$ cat src/rtl/mem_slave_pkg.sv
// Shared encodings for the memory-slave verification model: burst types,
// response codes, read-engine FSM states and the per-beat byte count.
package mem_slave_pkg;

    typedef enum logic [1:0] {
        BURST_FIXED = 2'b00,
        BURST_INCR  = 2'b01,
        BURST_WRAP  = 2'b10
    } burst_e;

    typedef enum logic [1:0] {
        RESP_OKAY   = 2'b00,
        RESP_SLVERR = 2'b10
    } resp_e;

    typedef enum logic {
        ST_IDLE  = 1'b0,
        ST_BURST = 1'b1
    } rd_state_e;

    localparam int unsigned DEF_DATA_WIDTH = 512;

    // Bytes carried by one beat of a DATA_WIDTH-bit bus.
    function automatic int unsigned beat_bytes(input int unsigned data_width);
        return data_width / 8;
    endfunction

endpackage

$ cat src/rtl/rd_req_fifo.sv
// Synchronous request FIFO; dout is a combinational view of the head entry.
module rd_req_fifo #(
    parameter int unsigned FIFO_DEPTH = 4,
    parameter int unsigned WIDTH      = 46
) (
    input  logic             clk,
    input  logic             reset,
    input  logic             push,
    input  logic             pop,
    input  logic [WIDTH-1:0] din,
    output logic [WIDTH-1:0] dout,
    output logic             full,
    output logic             empty
);

    localparam int unsigned PTR_W = $clog2(FIFO_DEPTH);

    logic [WIDTH-1:0] mem [FIFO_DEPTH];
    logic [PTR_W:0]   wr_ptr;
    logic [PTR_W:0]   rd_ptr;
    logic             do_push;
    logic             do_pop;

    assign do_push = push && !full;
    assign do_pop  = pop && !empty;

    // Extra pointer MSB tells a full ring from an empty one.
    assign empty = (wr_ptr == rd_ptr);
    assign full  = (wr_ptr[PTR_W] != rd_ptr[PTR_W]) &&
                   (wr_ptr[PTR_W-1:0] == rd_ptr[PTR_W-1:0]);
    assign dout  = mem[rd_ptr[PTR_W-1:0]];

    always_ff @(posedge clk) begin
        if (reset) begin
            wr_ptr <= '0;
            rd_ptr <= '0;
        end else begin
            if (do_push) wr_ptr <= wr_ptr + (PTR_W+1)'(1);
            if (do_pop)  rd_ptr <= rd_ptr + (PTR_W+1)'(1);
        end
    end

    always_ff @(posedge clk) begin
        if (do_push) mem[wr_ptr[PTR_W-1:0]] <= din;
    end

endmodule

$ cat src/rtl/data_read_gen.sv
// AXI read-burst engine: queues AR requests, fetches beats from the model
// memory through a combinational port and presents registered R beats.
module data_read_gen
    import mem_slave_pkg::*;
#(
    parameter int unsigned ADD_ID_WIDTH = 4,
    parameter int unsigned ADDR_WIDTH   = 32,
    parameter int unsigned DATA_WIDTH   = DEF_DATA_WIDTH,
    parameter int unsigned FIFO_DEPTH   = 4
) (
    input  logic                    clk,
    input  logic                    reset,
    input  logic [ADD_ID_WIDTH-1:0] arid,
    input  logic [ADDR_WIDTH-1:0]   araddr,
    input  logic [7:0]              arlen,
    input  logic [2:0]              arsize,
    input  logic [1:0]              arburst,
    input  logic                    arvalid,
    output logic                    arready,
    output logic [ADDR_WIDTH-1:0]   mem_addr,
    input  logic [DATA_WIDTH-1:0]   mem_rdata,
    output logic [ADD_ID_WIDTH-1:0] rid,
    output logic [DATA_WIDTH-1:0]   rdata,
    output logic [1:0]              rresp,
    output logic                    rlast,
    output logic                    rvalid,
    input  logic                    rready
);

    localparam int unsigned BEAT_BYTES = beat_bytes(DATA_WIDTH);
    localparam int unsigned SIZE_LOG2  = $clog2(BEAT_BYTES);
    localparam logic [ADDR_WIDTH-1:0] ALIGN_MASK = ~ADDR_WIDTH'(BEAT_BYTES - 1);
    localparam logic [ADDR_WIDTH-1:0] ADDR_STEP  = ADDR_WIDTH'(BEAT_BYTES);

    // Queued request; 'fixed' selects FIXED vs INCR addressing, since WRAP and
    // reserved bursts are already folded into 'err'.
    typedef struct packed {
        logic [ADD_ID_WIDTH-1:0] id;
        logic [ADDR_WIDTH-1:0]   addr;
        logic [7:0]              len;
        logic                    fixed;
        logic                    err;
    } ar_req_t;

    localparam int unsigned REQ_W = $bits(ar_req_t);

    ar_req_t                 req_in;
    ar_req_t                 req_out;
    logic                    fifo_full;
    logic                    fifo_empty;
    logic                    fifo_push;
    logic                    fifo_pop;
    logic                    load;

    rd_state_e               state;
    logic [ADD_ID_WIDTH-1:0] id_q;
    logic [ADDR_WIDTH-1:0]   cur_addr;
    logic [7:0]              len_q;
    logic [7:0]              beat_cnt;
    logic                    fixed_q;
    logic                    err_q;

    assign arready   = !fifo_full;
    assign fifo_push = arvalid && !fifo_full;
    assign fifo_pop  = (state == ST_IDLE) && !fifo_empty;
    assign load      = rready || !rvalid;
    assign mem_addr  = (state == ST_BURST) ? cur_addr : '0;

    always_comb begin
        req_in       = '0;
        req_in.id    = arid;
        req_in.addr  = araddr;
        req_in.len   = arlen;
        req_in.fixed = (arburst == 2'(BURST_FIXED));
        req_in.err   = ((arburst != 2'(BURST_FIXED)) && (arburst != 2'(BURST_INCR))) ||
                       (arsize != 3'(SIZE_LOG2));
    end

    rd_req_fifo #(
        .FIFO_DEPTH (FIFO_DEPTH),
        .WIDTH      (REQ_W)
    ) u_req_fifo (
        .clk   (clk),
        .reset (reset),
        .push  (fifo_push),
        .pop   (fifo_pop),
        .din   (req_in),
        .dout  (req_out),
        .full  (fifo_full),
        .empty (fifo_empty)
    );

    // Burst FSM with registered R-channel outputs; beats advance only on load edges.
    always_ff @(posedge clk) begin
        if (reset) begin
            state    <= ST_IDLE;
            id_q     <= '0;
            cur_addr <= '0;
            len_q    <= '0;
            beat_cnt <= '0;
            fixed_q  <= 1'b0;
            err_q    <= 1'b0;
            rid      <= '0;
            rdata    <= '0;
            rresp    <= '0;
            rlast    <= 1'b0;
            rvalid   <= 1'b0;
        end else begin
            case (state)
                ST_IDLE: begin
                    if (load) begin
                        rvalid <= 1'b0;
                        rlast  <= 1'b0;
                    end
                    if (!fifo_empty) begin
                        id_q     <= req_out.id;
                        cur_addr <= req_out.addr & ALIGN_MASK;
                        len_q    <= req_out.len;
                        fixed_q  <= req_out.fixed;
                        err_q    <= req_out.err;
                        beat_cnt <= '0;
                        state    <= ST_BURST;
                    end
                end
                ST_BURST: begin
                    if (load) begin
                        rid      <= id_q;
                        rdata    <= err_q ? '0 : mem_rdata;
                        rresp    <= err_q ? 2'(RESP_SLVERR) : 2'(RESP_OKAY);
                        rlast    <= (beat_cnt == len_q);
                        rvalid   <= 1'b1;
                        beat_cnt <= beat_cnt + 8'd1;
                        if (!fixed_q) cur_addr <= cur_addr + ADDR_STEP;
                        if (beat_cnt == len_q) state <= ST_IDLE;
                    end
                end
                default: state <= ST_IDLE;
            endcase
        end
    end

endmodule

$ cat config.mk
export PLATFORM = sky130hd
export DESIGN_NAME = data_read_gen
export DESIGN_NICKNAME = d
export VERILOG_FILES = /design/src/rtl/mem_slave_pkg.sv /design/src/rtl/rd_req_fifo.sv /design/src/rtl/data_read_gen.sv
export SDC_FILE = /design/constraint.sdc
export NUM_CORES = 1
export LEC_CHECK = 0
export CAP_MARGIN = 10
export CELL_PAD_IN_SITES_DETAIL_PLACEMENT = 0
export CELL_PAD_IN_SITES_GLOBAL_PLACEMENT = 1
export CORE_AREA = 2 2 439 441
export DETAILED_ROUTE_END_ITERATION = 6
export DIE_AREA = 0 0 441 443
export PLACE_DENSITY_LB_ADDON = 0.25
export SLEW_MARGIN = 20
export SYNTH_ARGS = -nofsm -noshare
export SYNTH_HDL_FRONTEND = slang
export SYNTH_SLANG_ARGS = --single-unit
$ cat constraint.sdc
create_clock -name clk -period 2.4 [get_ports clk]
set_input_delay 0.48 -clock clk [delete_from_list [all_inputs] [get_ports clk]]
set_output_delay 0.48 -clock clk [all_outputs]
set_load 0.02 [all_outputs]
### Yosys cells after proc, flatten, opt, wreduce, memory -nomap -nowiden

Memory sizes are Yosys's and may differ from the RTL's. A register that Yosys moved wholly into a read port is not among the register bits.
Cells that the tools add are included.

* bits in registers: 581
* RAM bits: 184
* input port bits: 565
* output and inout bits: 553
* logic and storage cells: 72
* memories: 1

Memory list
* u_req_fifo.mem: depth 4, bits a word 46, read ports 1, clocked after Yosys merged registers in 1, write ports 1, RTL line rd_req_fifo.sv:18 `logic [WIDTH-1:0] mem [FIFO_DEPTH];`

* $add $sub $neg: 4
* equality and inequality tests: 10
* multiplexer cells: 23
* bitwise gates (word level): 2
* reduce and logical (&&, ||, !) cells: 18

Operator list (count)
* two-way mux 512 bit: 1
* two-way mux 32 bit: 4
* one-hot mux 32 bit (2 select lines): 1
* adder 32 x 7 -> 32 bit, second input constant: 1
* two-way mux 8 bit: 2
* one-hot mux 8 bit (2 select lines): 1
* adder 8 x 1 -> 8 bit, second input constant: 1
* == test 8 bit: 1
* two-way mux 1 bit: 8
* inequality test 2 bit, second input constant: 4
* AND reduction 2 bit: 4
* adder 3 x 1 -> 3 bit, second input constant: 2
* logical AND 1 bit: 6
* two-way mux 2 bit: 3
* one-hot mux 1 bit (2 select lines): 3
* == test 3 bit: 1
* logical NOT 1 bit: 3
* inequality test 3 bit, second input constant: 1
* AND reduction 3 bit: 1
* == test 2 bit: 1
* logical NOT 2 bit: 1
* logical OR 1 bit: 2
* inequality test 2 x 1 -> 1 bit, second input constant: 1
* NOT 1 bit: 2
* other kinds (2): 2

### Depth between registers and ports, before layout

* depth in word-level cells: 7
* depth in mapped cells: 8
* mapped depth without buffers: 6

### Cells and area by module

A second synthesis with hierarchy kept.

* cell total of the unflattened synthesis: 2986
* area, all modules: 29827.4 sq um

By module, submodules not included
* data_read_gen: times used 1, cells an instance 2678, area each 22629.2 sq um, sequential area each 11370.9 sq um
* rd_req_fifo: times used 1, cells an instance 308, area each 7198.2 sq um, sequential area each 5685.5 sq um

### Worst setup path after synthesis

No wires, ideal clock.

* kind: reg-to-reg
* from: register u_req_fifo.wr_ptr[1]
* to: memory u_req_fifo.mem[3][0], enable pin
* setup time: 0.403 ns
* arrival time: 1.970 ns
* required time: 1.997 ns
* path slack: 0.027 ns
* cell stages (with the launch flop): 4
* buffers on the path: 0
* clock period less this slack: 2.373 ns
* cells stage by stage: dfxtp_1 > xor2_1 > o31a_1 > and2_1

* cells in the longest elaborated chain, start to end: 7

RTL lines
* from (decl): RTL line rd_req_fifo.sv:19 `logic [PTR_W:0] wr_ptr;`
* from (signal assigned): RTL line rd_req_fifo.sv:38 `if (do_push) wr_ptr <= wr_ptr + (PTR_W+1)'(1);`
* == test 2 bit: RTL line rd_req_fifo.sv:30 `(wr_ptr[PTR_W-1:0] == rd_ptr[PTR_W-1:0]);`
* logical AND 1 bit: RTL line rd_req_fifo.sv:29 `assign full = (wr_ptr[PTR_W] != rd_ptr[PTR_W]) &&`
* logical NOT 1 bit: RTL line rd_req_fifo.sv:24, data_read_gen.sv:64
* logical AND 1 bit: RTL line data_read_gen.sv:64 `assign fifo_push = arvalid && !fifo_full;`
* logical AND 1 bit: RTL line rd_req_fifo.sv:24 `assign do_push = push && !full;`
* two-way mux 1 bit: RTL line rd_req_fifo.sv:44 `if (do_push) mem[wr_ptr[PTR_W-1:0]] <= din;`
* two-way mux 1 bit (not written as such): RTL line rd_req_fifo.sv:44
* to (decl): RTL line rd_req_fifo.sv:18

Several ways; a longest one is shown, not always the timed one.

### Worst setup path after layout

* from: register rdata[75]
* to: output rdata[75]

RTL lines
* from (decl): RTL line data_read_gen.sv:23 `output logic [DATA_WIDTH-1:0] rdata,`
* from (signal assigned): RTL line data_read_gen.sv:128 `rdata <= err_q ? '0 : mem_rdata;`

No word-level cell between the ends.

==> metrics.yaml <==
run_status:
  status: "completed"
worst_setup_path:
  endpoint_kind: "primary output"
  cp_top_family: "buffers and inverters"
  slowest_delay_ns: 0.80
  worstPathRequired_ns: 1.92
  crit_buf_inv: 1
  critPathSlowestCell: "clkdlybuf4s50_1"
  path_cells: "clkdlybuf4s50_1"
  path_class: "flip-flop to primary output"
  worstPathArrival_ns: 1.85
  crit_path_start_kind: "flip-flop"
  crit_fanout: 2
floorplanning:
  rows: 161
  die_w_um: 441
  ios: 1118
  core_area_sq_um: 191000
  initial_utilization: 0.150
  dieArea_sq_um: 195000
  die_y_um: 443
placement:
  dp_hpwl_um: 119000
  port_buffers: 1104
  postPlaceCellArea_sq_um: 43500
  pre_cts_ws_ns: -0.268
  gp_congestion: 0.819
yosys:
  synth.avg_cell_area_sq_um: 9.80
  synthCells: 2937
  ys_ff_latch: 736
  ys_seq_area_frac: 0.568
  ys.flop_type: "dfxtp_1"
  async_reset_ff_frac: 0
  synth_cell_types: 61
  yosys_warnings: 0
  synth_edf_count: 160
  syn_area_sq_um: 28800
global_routing:
  busiest_layer: "met2"
  grt_max_degree: 114
  grt_first_pass_wirelength_um: 212000
  grtUsageMet3: 0.0617
  grt.overflow.total: 0
  use_met2: 0.249
  antenna_found_initial: 42
  gr-usage-met1: 0.184
  grt_pass1_vias: 25700
  grt_usage: 0.154
power:
  leakagePower_nw: 15.9
  combinationalPowerShare: 0.417
  irDropWorstVdd_uv: 674
  power_density_nw_per_um2: 1170
  total_power_mw: 54.9
  p_int_mw: 33.7
  switchingPower_mw: 21.2
  switching_share: 0.386
  power_frac_seq: 0.307
  p_clk_frac: 0.276
routing:
  detail_route.iter0.violations: 1320
  dr_total_vias: 26200
  ant_nets: 0
  wl_per_cell_um: 23.6
  drtPass1Iterations: 5
  vias_per_cell: 3.94
  drc_errors: 0
  drt_wl_total_um: 157000
clocking:
  clkLatencyLatePin_ns: 0.74
  cts_tree: "yes"
  ctsRootBufferMaster: "clkbuf_16"
  cts_htree_levels: 3
  numCtsBuffers: 98
  clkTransAtPathRegs_ns: 0.06
  cts_hold_buf: 0
  cts.sinks: 736
  clockBufferDepth: 3
sta:
  min_period_ns: 2.33
  tightest_slew_ns: 0.849
  finClkSkew_ns: 0.0381
  tns_ns: 0
  rsz0062_at_grt: "true"
  finalSetupViolations: 0
  finalHoldViolations: 0
  drv_slew: 0
  clock.fmax_mhz: 429
  slew_headroom: 0.433
  worst_slack_ns: 0.0694
  period_share: 0.971
layout:
  nFillCells: 20600
  nNetsFinal: 4591
  area_growth_pct: 63.0
  drive_above_1_share: 0.0951
  final_area_sq_um: 46900
min_path:
  hold_path_class: "input pin to flip-flop"
run:
  maxCapViolCount: 0
through the flow:
stage          hold slack, ns   util  std cells
3_5_place_dp            0.442  0.227       6438
4_1_cts                0.0143  0.245       6625
5_1_grt                0.0485  0.245       6641
6_report               0.0882  0.245       6646
3_3_place_gp            0.437  0.227       6438
2_1_floorplan           0.432      -       2943
final cells by class:
cell class / count / area [sq um] / area share
antenna: 21 / 52.6 / 0.00112
clock buffer: 137 / 2730 / 0.0582
clock inverter: 43 / 579 / 0.0124
inverter: 10 / 41.3 / 0.000880
multi-input combinational: 1926 / 11400 / 0.243
sequential: 736 / 16400 / 0.349
tap: 2526 / 3160 / 0.0674
timing repair buffer: 1247 / 12600 / 0.268
logic make-up (layout without fill, tap and decap cells):
kind of cell,after synthesis,in the layout,share of synthesized area
buffers and inverters,281,1437,0.0397
AO/OA/AOI/OAI,617,617,0.112
adder cells (fa/ha/maj),7,7,0.00304
multiplexers,47,47,0.0339
XOR/XNOR,17,17,0.00544
flip-flops,736,736,0.568
other,1,28,0.000130
AND/OR/NAND/NOR,1231,1231,0.238
placed cells by master (no fill, tap or decap), drive strengths merged, types with 21 or more instances in the layout:
cell type	netlist	final
diode	0	21
nand3b	512	512
dlygate4sd2	0	81
mux4	40	40
nand2	583	583
clkdlybuf4s50	0	998
clkinv	0	29
edfxtp	160	160
clkbuf	204	137
and2	26	26
nor2	32	32
a21oi	561	561
dfxtp	576	576
buf	67	155
flip-flops by register name (all words and copies together), names as in the netlist, 3 cells and up, named ones only:
register           count
id_q                   4
rdata                512
u_req_fifo.wr_ptr      3
u_req_fifo.rd_ptr      3
rid                    4
beat_cnt               8
u_req_fifo.mem       160
len_q                  8
cur_addr              26
final timing paths:
path	start	end	slack [ns]	cells past startpoint
max	rdata[75]$_SDFFE_PP0P_	rdata[75]	0.07	1
min	reset	rdata[480]$_SDFFE_PP0P_	0.09	2
max reg2reg	state$_SDFF_PP0_	rdata[218]$_SDFFE_PP0P_	0.15	7
min reg2reg	rdata[242]$_SDFFE_PP0P_	rdata[242]$_SDFFE_PP0P_	0.45	2
metal layers:
metal  part of all wire  vias up  routed length (um)
met5            0.00031        -                  49
met4              0.024        8                3830
met3              0.087      171               13600
met2               0.48      769               74600
met1               0.41    12800               64600
li1                   -    12500                   -
cells in the mapped netlist, types with 6 or more instances:
library cell	number	area, sq um
dfxtp_1	576	11500
nand2_1	582	2180
buf_2	39	195
nand3_1	15	75.1
nand4_1	14	87.6
nor2_1	31	116
inv_1	10	37.5
and2_1	26	163
edfxtp_1	160	4800
a31oi_1	9	56.3
a22oi_1	6	45.0
a21oi_1	561	2810
ha_1	7	87.6
a211oi_1	8	60.1
clkbuf_1	204	766
xnor2_1	11	96.3
o21ai_0	7	35.0
buf_1	19	71.3
nand3b_1	512	3840
buf_4	8	60.1
nor3_1	13	65.1
mux4_2	40	901
power groups by stage:
stage	Combinational, mW	Sequential (mW)	Clock, mW
floorplan	9.35	19.0	0
finish	22.9	16.8	15.1
global route	24.8	17.1	16.2
CTS	23.4	16.9	15.8
global placement	23.4	17.0	0
detailed placement	23.3	17.1	0
repair_timing:
item / in CTS / in global routing
buffers inserted: 6 / 0
setup endpoints to repair: 93 / 10
cloned: 1 / 0
resized for setup: 143 / 9
pin swaps: 2 / 2
No activity file was read; power rests on OpenSTA's default activity.
